[src/rtl/tnew_scoreboard_pkg.sv]
// rtl/tnew_scoreboard_pkg.sv - shared widths, URA constants and Tnew helpers
package tnew_scoreboard_pkg;

    localparam int URA_W = 7;
    localparam int T_W   = 2;
    localparam int CNT_W = 4;

    localparam logic [URA_W-1:0] URA_NONE    = 7'b0000000;
    localparam logic [URA_W-1:0] URA_SPECIAL = 7'b0101111;

    localparam logic [CNT_W-1:0] MULT_CYCLES = 4'd5;
    localparam logic [CNT_W-1:0] DIV_CYCLES  = 4'd10;

    typedef struct packed {
        logic [URA_W-1:0] ura;
        logic [T_W-1:0]   tnew;
    } stage_t;

    localparam stage_t STAGE_EMPTY = '{ura: URA_NONE, tnew: '0};

    function automatic logic is_tracked(input logic [URA_W-1:0] ura);
        return (ura != URA_NONE) && (ura != URA_SPECIAL);
    endfunction

    // Tnew only counts down toward "result ready"; it never wraps.
    function automatic logic [T_W-1:0] sat_dec(input logic [T_W-1:0] t);
        return (t == '0) ? '0 : t - 2'd1;
    endfunction

endpackage

[src/rtl/tnew_scoreboard_md_busy_counter.sv]
// rtl/tnew_scoreboard_md_busy_counter.sv - mult/div busy down-counter
module md_busy_counter
    import tnew_scoreboard_pkg::*;
(
    input  logic clk,
    input  logic reset,
    input  logic load,
    input  logic load_div,
    output logic busy
);

    logic [CNT_W-1:0] count_q;

    always_ff @(posedge clk or posedge reset) begin
        if (reset) begin
            count_q <= '0;
        end else if (load) begin
            count_q <= load_div ? DIV_CYCLES : MULT_CYCLES;
        end else if (count_q != '0) begin
            count_q <= count_q - 4'd1;
        end
    end

    assign busy = (count_q != '0);

endmodule

[src/rtl/tnew_scoreboard.sv]
// rtl/tnew_scoreboard.sv - EX/MEM/WB destination and Tnew tracker with ID stall
module tnew_scoreboard
    import tnew_scoreboard_pkg::*;
(
    input  logic             clk,
    input  logic             reset,
    input  logic [URA_W-1:0] ID_RD_URA,
    input  logic [T_W-1:0]   ID_Tnew,
    input  logic [URA_W-1:0] ID_RS_URA,
    input  logic [URA_W-1:0] ID_RT_URA,
    input  logic [T_W-1:0]   ID_Tuse_rs,
    input  logic [T_W-1:0]   ID_Tuse_rt,
    input  logic             ID_md_use,
    input  logic             ID_md_start,
    input  logic             ID_md_div,
    input  logic             flush,
    output logic [URA_W-1:0] EX_RD_URA,
    output logic [T_W-1:0]   EX_Tnew,
    output logic [URA_W-1:0] MEM_RD_URA,
    output logic [T_W-1:0]   MEM_Tnew,
    output logic [URA_W-1:0] WB_RD_URA,
    output logic             stall,
    output logic             md_busy
);

    stage_t           ex_q;
    stage_t           mem_q;
    logic [URA_W-1:0] wb_q;
    stage_t           id_norm;
    logic             hazard_rs;
    logic             hazard_rt;
    logic             md_hazard;
    logic             md_load;

    // A source stalls only if a tracked producer will not have its result by Tuse.
    function automatic logic src_hazard(
        input logic [URA_W-1:0] src,
        input logic [T_W-1:0]   tuse,
        input stage_t           ex,
        input stage_t           mem
    );
        return is_tracked(src) &&
               (((src == ex.ura)  && (ex.tnew  > tuse)) ||
                ((src == mem.ura) && (mem.tnew > tuse)));
    endfunction

    always_comb begin
        id_norm   = STAGE_EMPTY;
        if (is_tracked(ID_RD_URA)) begin
            id_norm.ura  = ID_RD_URA;
            id_norm.tnew = ID_Tnew;
        end
        hazard_rs = src_hazard(ID_RS_URA, ID_Tuse_rs, ex_q, mem_q);
        hazard_rt = src_hazard(ID_RT_URA, ID_Tuse_rt, ex_q, mem_q);
        md_hazard = md_busy & (ID_md_use | ID_md_start);
        stall     = ~flush & (hazard_rs | hazard_rt | md_hazard);
        md_load   = ID_md_start & ~stall & ~flush;
    end

    always_ff @(posedge clk or posedge reset) begin
        if (reset) begin
            ex_q  <= STAGE_EMPTY;
            mem_q <= STAGE_EMPTY;
            wb_q  <= URA_NONE;
        end else if (flush) begin
            ex_q  <= STAGE_EMPTY;
            mem_q <= STAGE_EMPTY;
            wb_q  <= URA_NONE;
        end else begin
            ex_q       <= stall ? STAGE_EMPTY : id_norm;
            mem_q.ura  <= ex_q.ura;
            mem_q.tnew <= sat_dec(ex_q.tnew);
            wb_q       <= mem_q.ura;
        end
    end

    // The counter ignores flush on purpose: an issued mult/div keeps running.
    md_busy_counter u_md_busy_counter (
        .clk      (clk),
        .reset    (reset),
        .load     (md_load),
        .load_div (ID_md_div),
        .busy     (md_busy)
    );

    assign EX_RD_URA  = ex_q.ura;
    assign EX_Tnew    = ex_q.tnew;
    assign MEM_RD_URA = mem_q.ura;
    assign MEM_Tnew   = mem_q.tnew;
    assign WB_RD_URA  = wb_q;

endmodule

[config.mk]
export PLATFORM = sky130hd
export DESIGN_NAME = tnew_scoreboard
export DESIGN_NICKNAME = d
export VERILOG_FILES = /design/src/rtl/tnew_scoreboard_pkg.sv /design/src/rtl/tnew_scoreboard_md_busy_counter.sv /design/src/rtl/tnew_scoreboard.sv
export SDC_FILE = /design/constraint.sdc
export NUM_CORES = 1
export LEC_CHECK = 0
export CAP_MARGIN = 20
export CORE_MARGIN = 5
export CORE_UTILIZATION = 46
export CTS_CLUSTER_DIAMETER = 40
export DETAILED_ROUTE_END_ITERATION = 7
export GPL_TIMING_DRIVEN = 0
export HOLD_SLACK_MARGIN = 0.02
export MAX_ROUTING_LAYER = met4
export PLACE_DENSITY_LB_ADDON = 0.25
export SLEW_MARGIN = 20
export SYNTH_ARGS = -nofsm -noshare
export SYNTH_HDL_FRONTEND = slang
export SYNTH_HIERARCHICAL = 1
export SYNTH_SLANG_ARGS = --single-unit
[constraint.sdc]
create_clock -name clk -period 2.91 [get_ports clk]
set_input_delay 0.582 -clock clk [delete_from_list [all_inputs] [get_ports clk]]
set_output_delay 0.582 -clock clk [all_outputs]
set_load 0.005 [all_outputs]
==> qor.csv <==
metric,value,unit
gr-total-overflow,0,
ys.flop_type,dfrtp_1,
layout-drive-gt1-share,21.34,%
viasPerCell,5.488,
die_h,72.35,um
antenna_found_initial,0,
numClockSinks,29,
clockRootBuffer,clkbuf_8,
port_buffers,59,
crit_type,in2out,
ys_seq_area_share,40.59,%
synth-edff-count,0,
place_hpwl,3677,um
synth-seq-cells,29,
drt_wl_total,4955,um
synth_xor_area_share,14.21,%
dp_cells,277,
timing.final.crit_share,98.09,%
fin_nets,281,
end_kind,primary output,
hold_violations,0,
syn_nets,213,
fin_total_pwr,1.332,mW
grt_max_degree,26,
slowest_delay,530,ps
crit_chain,clkdlybuf4s15_2 > or4_4 > nor2_2 > a31oi_1 > o32a_1 > o31a_1 > buf_2,
arrival,2270,ps
timing.fmax,0.3503,GHz
synthArstFlopShare,100.0,%
crit_slowest_cell,or4_4,
hold_path.class,in2async,
wl_per_cell,17.26,um
avgSynthCellArea,10.52,um^2
synth-compound-area-share,9.097,%
path_buf_inv,2,
vias,1575,
yosys_warnings,6,
synth_top_family_by_area,simple AND/OR/NAND/NOR gates,
path_delay_family,compound AO/OA/AOI/OAI gates,
fill_cells,282,
start_kind,input port,
finalSetupTns,0,ps
die_w,72.35,um
fin_ws,55.52,ps
cts_made_buffers,5,
syn_to_final_growth,50.73,%
status,"complete, no violations",
maxCapViolations,0,
num_io_pins,60,
slew_headroom,41.05,%
antenna_left,0,
rows,22,
finalClockSkew,5.360,ps
grt_pass1_wl,7886,um
crit_path_max_fanout,4,
p_leak,1.104,nW
post-place-ws,-729.2,ps
clock_latency,290,ps
place.gp.congestion,0.8147,
synth.distinct_cells,35,
clkSlewWorstSetupHoldPaths,60,ps
whs,518.3,ps
antennaDiodeCount,0,
drtIter0Drc,57,
synth.area.mux_share,1.120,%
slew_violations,0,
worst_slew_pin_slew,878.8,ps
syn_area,0.001788,mm^2
clockBufferDepth,2,
core,0.003716,mm^2
ctsHoldBuffers,0,
critical_path_required,2330,ps
drt_pre_antenna_iters,4,
ir_worst_vdd,0.3750,mV
synthAdderAreaFrac,6.998,%
power_density,494.4,mW/mm^2
die_area,0.005234,mm^2
synthSimpleGateAreaFrac,23.44,%
htreeDepth,2,
cts_tree,done,
final_cells,287,
start_util,48.11,%
syn_inst,170,
finalCriticalPeriod,2854,ps
grt_pass1_vias,1569,
drc,0,
setup_viol,0,
grt_usage,20.65,%
cell usage in the layout (no fill, tap or decap), types with 3 or more instances in the layout:
master,synthesis,final
buf_2,2,3
nor2b_1,18,15
nor2_1,5,4
inv_1,13,10
nand3_1,10,10
a2111oi_2,0,3
clkbuf_8,0,6
dlygate4sd2_1,0,9
dlymetal6s2s_1,0,4
nor4_2,10,10
xnor2_1,25,25
ha_4,0,4
nand4_1,3,3
dfrtp_1,29,29
xor2_1,4,4
clkbuf_1,3,4
nand2_1,6,6
ha_1,10,5
clkdlybuf4s50_1,0,41
state kept, by name, summed over array words and instances (netlist names):
| signal | cells |
|---|---|
| EX_RD_URA | 7 |
| EX_Tnew | 2 |
| MEM_RD_URA | 7 |
| MEM_Tnew | 2 |
| WB_RD_URA | 7 |
| u_md_busy_counter/count_q | 4 |
power by group:
group	leakage [nW]	internal [mW]	switching [mW]	total [mW]
Sequential	0.392	0.450	0.0499	0.500
Combinational	0.654	0.210	0.189	0.399
Clock	0.0585	0.279	0.155	0.433
Total	1.10	0.939	0.393	1.33
synthesized netlist by cell type (all sizes together), types with 4 or more instances:
master   number  area (um^2)
nand2         6        22.52
xor2          4        35.03
nand3        10        50.05
dfrtp        29        725.7
inv          13        48.80
a2111oi       4        35.03
xnor2        25        219.0
nor2          5        18.77
nor4         10        125.1
nor2b        18        112.6
ha           10        125.1
logic make-up after synthesis:
kind of cell             after synthesis
multiplexers                           2
XOR/XNOR                              29
flip-flops                            29
buffers and inverters                 19
AO/OA/AOI/OAI                         19
AND/OR/NAND/NOR                       62
adder cells (fa/ha/maj)               10
what timing repair did:
action,in CTS,in global routing
pin swaps,14,11
endpoints found under the setup margin,5,3
setup buffers,1,1
resized for setup,43,17
final timing paths:
| check | to | slack, ps | startpoint | cells past startpoint |
|---|---|---|---|---|
| worst min-delay path | u_md_busy_counter/count_q[3] | 520 | reset | 2 |
| worst max register to register | u_md_busy_counter/count_q[1] | 200 | MEM_Tnew[1] | 10 |
| max in group asynchronous | EX_Tnew[1] | 1790 | reset | 2 |
| min in group clk | MEM_Tnew[1] | 550 | EX_Tnew[0] | 1 |
| worst min register to register | MEM_Tnew[1] | 550 | EX_Tnew[0] | 1 |
| worst max-delay path | stall | 60 | ID_RS_URA[1] | 7 |
routing by layer:
layer / track usage (%) / part of all wire [%] / vias up
li1: - / - / 738
met1: 24.48 / 42 / 762
met2: 34.58 / 48 / 63
met3: 4.017 / 7.3 / 12
met4: 7.724 / 2.6 / 0
met5: - / 0 / -
area by class of cell:
| class | count | area (um^2) | share of cell area [%] |
|---|---|---|---|
| Clock inverter | 1 | 30.03 | 1.114 |
| Clock buffer | 7 | 86.33 | 3.203 |
| Timing Repair Buffer | 61 | 585.6 | 21.73 |
| Sequential cell | 29 | 725.7 | 26.93 |
| Multi-Input combinational cell | 122 | 1120 | 41.55 |
| Tap cell | 48 | 60.06 | 2.228 |
| Inverter | 13 | 48.80 | 1.811 |
| Buffer | 6 | 38.79 | 1.439 |
through the flow:
stage               cell area, um^2  util, %
floorplan                      1788        -
global placement               2439    65.62
detailed placement             2439    65.62
CTS                            2660    71.58
global route                   2695    72.53
finish                         2695    72.53
Power figures use the tool's default switching activity.
